File: src/rtl/register_file_if.sv
// Register-file access bundle: two read ports, one writeback port, one reserve port.
interface register_file_if #(
  parameter int unsigned size = 32
);
  localparam int unsigned addr_w = 5;

  logic [addr_w-1:0] read_addr_a;
  logic [size-1:0]   read_data_a;
  logic              read_busy_a;

  logic [addr_w-1:0] read_addr_b;
  logic [size-1:0]   read_data_b;
  logic              read_busy_b;

  logic              write_enable;
  logic [addr_w-1:0] write_addr;
  logic [size-1:0]   write_data;

  logic              reserve_enable;
  logic [addr_w-1:0] reserve_addr;

  // Pipeline side: issues addresses, writebacks and reservations.
  modport master (
    output read_addr_a, read_addr_b,
    output write_enable, write_addr, write_data,
    output reserve_enable, reserve_addr,
    input  read_data_a, read_busy_a, read_data_b, read_busy_b
  );

  // Register-file side.
  modport slave (
    input  read_addr_a, read_addr_b,
    input  write_enable, write_addr, write_data,
    input  reserve_enable, reserve_addr,
    output read_data_a, read_busy_a, read_data_b, read_busy_b
  );
endinterface

File: src/rtl/register_file.sv
// 32-entry register file with x0 hardwired to zero, write-through bypass on
// both read ports, and a per-register busy scoreboard for hazard stalls.
module register_file #(
  parameter int unsigned size = 32
) (
  input  logic               clock,
  input  logic               reset_n,
  register_file_if.slave     bus
);
  localparam int unsigned nregs  = 32;
  localparam int unsigned addr_w = 5;

  logic [size-1:0]  regs [nregs];
  logic [nregs-1:0] busy;

  logic write_hit;
  logic reserve_hit;
  logic hit_a;
  logic hit_b;

  // Writeback/reserve strobes qualified against x0, and per-port bypass matches.
  always_comb begin
    write_hit   = bus.write_enable && (bus.write_addr != addr_w'(0));
    reserve_hit = bus.reserve_enable && (bus.reserve_addr != addr_w'(0));
    hit_a       = write_hit && (bus.write_addr == bus.read_addr_a);
    hit_b       = write_hit && (bus.write_addr == bus.read_addr_b);
  end

  // Register storage; x0 is never written so it stays at its reset value of zero.
  always_ff @(posedge clock or negedge reset_n) begin
    if (!reset_n) begin
      for (int i = 0; i < int'(nregs); i++) begin
        regs[i] <= '0;
      end
    end else if (write_hit) begin
      regs[bus.write_addr] <= bus.write_data;
    end
  end

  // Scoreboard: writeback clears, reserve sets; the later assignment lets set win.
  always_ff @(posedge clock or negedge reset_n) begin
    if (!reset_n) begin
      busy <= '0;
    end else begin
      if (write_hit) begin
        busy[bus.write_addr] <= 1'b0;
      end
      if (reserve_hit) begin
        busy[bus.reserve_addr] <= 1'b1;
      end
    end
  end

  // Read port A: x0 and reset force zero; a same-cycle writeback bypasses and releases busy.
  always_comb begin
    bus.read_data_a = '0;
    bus.read_busy_a = 1'b0;
    if (reset_n && (bus.read_addr_a != addr_w'(0))) begin
      bus.read_data_a = hit_a ? bus.write_data : regs[bus.read_addr_a];
      bus.read_busy_a = busy[bus.read_addr_a] && !hit_a;
    end
  end

  // Read port B: same behaviour as port A, fully independent.
  always_comb begin
    bus.read_data_b = '0;
    bus.read_busy_b = 1'b0;
    if (reset_n && (bus.read_addr_b != addr_w'(0))) begin
      bus.read_data_b = hit_b ? bus.write_data : regs[bus.read_addr_b];
      bus.read_busy_b = busy[bus.read_addr_b] && !hit_b;
    end
  end
endmodule

File: src/flat_wrapper.sv
// flat-port wrapper written by rule: the top's interface ports become plain ports
module register_file_flat 
#(
  parameter int unsigned size = 32
)
  (clock, reset_n, bus_read_addr_a, bus_read_addr_b, bus_write_enable, bus_write_addr, bus_write_data, bus_reserve_enable, bus_reserve_addr, bus_read_data_a, bus_read_busy_a, bus_read_data_b, bus_read_busy_b);
  register_file_if #(.size(size)) bus_i ();
  input  logic clock;
  input  logic reset_n;
  input wire logic [$bits(bus_i.read_addr_a)-1:0] bus_read_addr_a;
  input wire logic [$bits(bus_i.read_addr_b)-1:0] bus_read_addr_b;
  input wire logic [$bits(bus_i.write_enable)-1:0] bus_write_enable;
  input wire logic [$bits(bus_i.write_addr)-1:0] bus_write_addr;
  input wire logic [$bits(bus_i.write_data)-1:0] bus_write_data;
  input wire logic [$bits(bus_i.reserve_enable)-1:0] bus_reserve_enable;
  input wire logic [$bits(bus_i.reserve_addr)-1:0] bus_reserve_addr;
  output wire logic [$bits(bus_i.read_data_a)-1:0] bus_read_data_a;
  output wire logic [$bits(bus_i.read_busy_a)-1:0] bus_read_busy_a;
  output wire logic [$bits(bus_i.read_data_b)-1:0] bus_read_data_b;
  output wire logic [$bits(bus_i.read_busy_b)-1:0] bus_read_busy_b;
  assign bus_i.read_addr_a = bus_read_addr_a;
  assign bus_i.read_addr_b = bus_read_addr_b;
  assign bus_i.write_enable = bus_write_enable;
  assign bus_i.write_addr = bus_write_addr;
  assign bus_i.write_data = bus_write_data;
  assign bus_i.reserve_enable = bus_reserve_enable;
  assign bus_i.reserve_addr = bus_reserve_addr;
  assign bus_read_data_a = bus_i.read_data_a;
  assign bus_read_busy_a = bus_i.read_busy_a;
  assign bus_read_data_b = bus_i.read_data_b;
  assign bus_read_busy_b = bus_i.read_busy_b;
  register_file #(.size(size)) u_core (.clock(clock), .reset_n(reset_n), .bus(bus_i));
endmodule
File: config.mk
export PLATFORM = sky130hd
export DESIGN_NAME = register_file_flat
export DESIGN_NICKNAME = d
export VERILOG_FILES = /design/src/rtl/register_file_if.sv /design/src/rtl/register_file.sv /design/src/flat_wrapper.sv
export SDC_FILE = /design/constraint.sdc
export NUM_CORES = 2
export LEC_CHECK = 0
export BUFFER_PORTS_ARGS = -buffer_cell sky130_fd_sc_hd__buf_2
export CAP_MARGIN = 20
export CORE_MARGIN = 2
export CORE_UTILIZATION = 64
export DETAILED_ROUTE_END_ITERATION = 8
export MAX_ROUTING_LAYER = met4
export PLACE_DENSITY_LB_ADDON = 0.08
export RECOVER_POWER = 100
export SLEW_MARGIN = 10
export SYNTH_ARGS = -nofsm -noshare
export SYNTH_HDL_FRONTEND = slang
export SYNTH_SLANG_ARGS = --single-unit
File: constraint.sdc
create_clock -name clock -period 3.7 [get_ports clock]
set_clock_uncertainty 0.1 [all_clocks]
set_input_delay 0.74 -clock clock [delete_from_list [all_inputs] [get_ports clock]]
set_output_delay 0.74 -clock clock [all_outputs]
set_load 0.05 [all_outputs]
# ---- Word level (Yosys, flattened, before mapping)
# Cells that the tools add are included.
dict set report totals {
  out_inout_bits 66
  register_bits 1056
  wordCells 93
  in_bits 56
}
dict set report classes {
  mux 25
  n_reduce_logical 17
  eq_ne 2
  magnitude_cmp 10
  bitwise_logic 6
}
# cell count
set op_table {}
lappend op_table {{bitwise mux 1024 bit} 1}
lappend op_table {{2-to-1 mux 32 bit} 11}
lappend op_table {{binary-select mux 32 bit (select 5 bit)} 2}
lappend op_table {{demux 32 bit (select 5 bit)} 1}
lappend op_table {{bitwise AND 32 bit} 1}
lappend op_table {{NOT 32 bit} 1}
lappend op_table {{bitwise OR 32 bit} 1}
lappend op_table {{less-than comparator 5 x 6 -> 1 bit, second input constant} 4}
lappend op_table {{nonzero test 5 bit} 4}
lappend op_table {{greater-or-equal comparator 6 bit, second input constant} 3}
lappend op_table {{NOT 5 -> 6 bit} 3}
lappend op_table {{logical AND 1 bit} 11}
lappend op_table {{binary-select mux 1 bit (select 5 bit)} 2}
lappend op_table {{demux 1 bit (select 5 bit)} 2}
lappend op_table {{equality test 5 bit} 2}
lappend op_table {{greater-or-equal comparator 5 x 1 -> 1 bit, second input constant} 2}
lappend op_table {{less-than comparator 6 x 1 -> 1 bit, second input constant} 1}
lappend op_table {{2-to-1 mux 1 bit} 6}
lappend op_table {{logical NOT 1 bit} 2}

# ---- Longest topological paths before layout
dict set report logic_depth {
  word_depth 9
  depth_mapped 10
  ltp_nobuf 5
}

# ---- Least setup slack after synthesis
# No wires, ideal clock.
dict set report synth_timing {
  kind {input to output}
  from {in bus_read_addr_a[1]}
  to {out bus_read_busy_a}
  t_arrival_ns 2.754
  n_path_buf 3
  cell_stages 7
  setup_slack_ns 0.106
  required_ns 2.860
  path_cell_list {buf_2 clkbuf_1 buf_1 mux4_2 mux2_2 a21oi_1 o22ai_1}
}
dict set report synth_between {
  elab_chain_cells 5
  elab_cells_between_ends 9
  classes_between {eq/ne (1); mux (3); reduce/logical (5)}
}
# element line_no
set synth_rtl {}
lappend synth_rtl {{from (decl)} flat_wrapper.sv:10} ;# input wire logic [$bits(bus_i.read_addr_a)-1:0] bus_read_addr_a;
lappend synth_rtl {{parallel branches: the longest is 4 deep, another holds binary-select mux 1 bit (select 5 bit)} n/a}
lappend synth_rtl {{2-to-1 mux 1 bit *} register_file.sv:58} ;# if (reset_n && (bus.read_addr_a != addr_w'(0))) begin
lappend synth_rtl {{to (decl)} flat_wrapper.sv:18} ;# output wire logic [$bits(bus_i.read_busy_a)-1:0] bus_read_busy_a;
# Every way passes the cells marked *. The select of a mux whose other input is x is not followed.

# ---- Worst setup path after layout
dict set report layout_timing {
  from {in bus_write_addr[4]}
  to {out bus_read_data_a[14]}
}
dict set report layout_between {
  elab_chain_cells 5
  elab_cells_between_ends 6
  classes_between {eq/ne (1); mux (2); reduce/logical (3)}
}
# element line_no
set layout_rtl {}
lappend layout_rtl {{from (decl)} flat_wrapper.sv:13} ;# input wire logic [$bits(bus_i.write_addr)-1:0] bus_write_addr;
lappend layout_rtl {{nonzero test 5 bit} register_file.sv:23} ;# write_hit = bus.write_enable && (bus.write_addr != addr_w'(0));
lappend layout_rtl {{logical AND 1 bit} register_file.sv:23}
lappend layout_rtl {{logical AND 1 bit *} register_file.sv:25} ;# hit_a = write_hit && (bus.write_addr == bus.read_addr_a);
lappend layout_rtl {{2-to-1 mux 32 bit *} register_file.sv:59} ;# bus.read_data_a = hit_a ? bus.write_data : regs[bus.read_addr_a];
lappend layout_rtl {{2-to-1 mux 32 bit *} register_file.sv:58}
lappend layout_rtl {{to (decl)} flat_wrapper.sv:17} ;# output wire logic [$bits(bus_i.read_data_a)-1:0] bus_read_data_a;
# Every way passes the cells marked *; elsewhere a longest branch is shown, timed or not.

==> flow_summary.ini <==
[yosys]
yosysMostFrequentCell = dfrtp_1
synth_area_leaders = dfrtp_1, mux4_2, mux2_2
synth_nets = 3970
synth.avg_cell_area_sq_um = 14.6
synth_area_leader_cell = dfrtp_1
ys_types = 55
synth-edff-count = 0
syn-cell-area_sq_mm = 0.0571
synthArstFlopShare_pct = 100
yosys.area.top_type_share_pct = 46.3
ys_seq_area_share_pct = 46.3
yosys-top-cells-count = dfrtp_1, mux2_2, mux4_2, mux2i_1, clkbuf_1
yosys_warnings = 0
synth_cells = 3914
ys.flop_type = dfrtp_1
ys_ff_latch = 1056

[run]
drv_cap = 24

[layout]
stdcell_count = 5234
fillers = 5556
multiInputGateArea_sq_mm = 0.0289
fin_area_sq_mm = 0.0641
areaGrowthSynthToFinish_pct = 12.4
layout-drive-gt1-share_pct = 44.9
seq_area_sq_mm = 0.0264
finalNetCount = 4034

[routing]
ant_nets = 0
wl_um = 174000
drt_first_pass_iters = 5
drt-initial-drc-count = 3906
viasPerCell = 7.33
avgRoutedWirePerCell_um = 33.3
num_vias = 38400
route.detailed.drc = 0

[grt]
grt_pass1_wl_um = 261000
grt_pass1_vias = 40200
grt_max_degree = 160
grt-ovfl-total = 0
grt.total_usage_pct = 39.8
antenna_found_initial = 1

[worst_setup_path]
required_ps = 2860
critPathLaunch = bus_write_addr[4]
r2r_cells = 1
worstSetupEndpointType = primary output
rrSetupSlack_ps = 2740
crit_type = input pin to primary output
r2r-start = u_core.regs[933]
crit_path_max_fanout = 13
reg2reg_to = u_core.regs[933]
critPathArrivalTime_ps = 2870
crit_path_start_kind = input pin

[power_and_ir_drop]
switching_share_pct = 27.9
peakVddDrop_mv = 0.458
pwr-share-clk_pct = 33.8
combPwrFrac_pct = 20.9
p_leak_uw = 0.0287
power_uw = 34200
internal_power_uw = 24700
power_density_mw_per_mm2 = 533
net-switching-power_uw = 9560
seq_power_share_pct = 45.3

[floorplan]
design.die.area_sq_mm = 0.0916
start_util_pct = 64.6
coreArea_sq_mm = 0.0884
fp-row-count = 109
die_y_um = 303
die_x_um = 303
io_pins = 122

[clocking]
cts_sinks = 1056
cts_tree = built
clkSlewWorstSetupHoldPaths_ps = 60
cts_max_level = 3
cts_inserted_buffers = 111
cts_buffer_depth = 3
cts_root_buf = clkbuf_16
clk_latency_ps = 710

[place]
gp_congestion = 0.876
postPlaceCellArea_sq_mm = 0.0606
dp_hpwl_um = 103000
place_inst = 5017
port_buffers = 121

[timing]
min_period_ps = 3710
setup_violations = 2
tightestPinTransition_ps = 2750
drv_slew = 1104
slew_headroom_pct = -83.0
fmax_mhz = 269
rsz0062_at_grt = yes
hold_viol = 0
hold_ws_ps = 283
fin_crit_sh_pct = 100
fin_ws_ps = -12.3

[run_status]
violations = max-capacitance violations, max-slew violations, negative setup slack
status = complete, but fails checks

[worst_hold_path]
min_path_type = input pin to asynchronous set/reset pin
==> through the flow <==
| stage | setup WS, ps | setup TNS (ps) | utilization, % |
|---|---|---|---|
| final | -12.3 | -24.4 | 72.6 |
| after global routing | -46.7 | -2210 | 72.6 |
| after CTS | 27.6 | 0 | 72.9 |
| after detailed placement | -50.0 | -162 | 68.6 |
| after global placement | -15.3 | -37.8 | 68.6 |
| after floorplan | 106 | 0 | - |
==> worst max path at each step <==
stage	to	slack (ps)	cells past startpoint
CTS	bus_read_data_b[8]	30	9
finish	bus_read_data_a[14]	-10	9
global placement	bus_read_data_a[21]	-20	9
global route	bus_read_data_b[0]	-50	10
floorplan	bus_read_busy_a	110	7
detailed placement	bus_read_data_a[26]	-50	9
==> cell usage in the layout (no fill, tap or decap), types with 33 or more instances in the layout <==
master     instances
mux4_2           433
o211ai_1          33
nand2_1           87
and2_1            33
buf_4            155
buf_2             84
a221oi_1          61
mux2i_1          321
a22o_1            40
clkbuf_1          45
clkbuf_16        115
mux2_2           799
a211o_1           63
a22oi_1           33
dfrtp_1         1056
mux2_1           194
buf_12            60
clkbuf_2          46
a211oi_1          64
==> cell families after synthesis <==
family          share of synthesized area [%]
mux                                      42.3
compound gates                           5.96
buf+inv                                  3.44
flops                                    46.3
simple gates                             1.80
xor+xnor                                0.154
==> area by class of cell <==
cell class	count	area share, %
Clock buffer	162	5.08
Sequential cell	1056	41.2
Inverter	7	0.0449
Clock inverter	40	0.837
Multi-Input combinational cell	2404	45.0
Timing Repair Buffer	398	5.53
Tap cell	1165	2.27
Antenna cell	2	0.00780
==> power groups by stage <==
stage	clock, uW	sequential (uW)	combinational (uW)
2_1_floorplan	0	14900	5410
3_3_place_gp	0	15300	6790
3_5_place_dp	0	15600	7080
4_1_cts	11700	15400	7130
5_1_grt	12200	15700	7610
6_report	11600	15500	7150
==> layer usage <==
layer  track usage, %  routed length [um]  vias up
met5                -                   0        -
met3             6.68               15000      560
li1                 -                   -    15300
met4             18.1                9440        0
met2             61.4               83400     2018
met1             52.5               66500    20500
==> flip-flops by register name, summed over array words and instances, names as in the netlist <==
register     cells
u_core.regs   1024
u_core.busy     32
==> timing repair <==
action	4_1_cts	5_1_grt
buffers inserted	0	7
hold endpoints to repair	8	0
setup endpoints to repair	10	35
pin swaps	0	1
hold buffers	1	0
resized for setup	4	23
gates cloned	0	3
==> worst max-delay path, cell delays in order <==
cell	delay (ps)
buf_2	90
clkbuf_1	280
xnor2_1	170
nand3_1	230
o211ai_4	350
buf_6	300
a21oi_1	120
a211o_1	330
buf_2	230
Power figures use the tool's default switching activity.
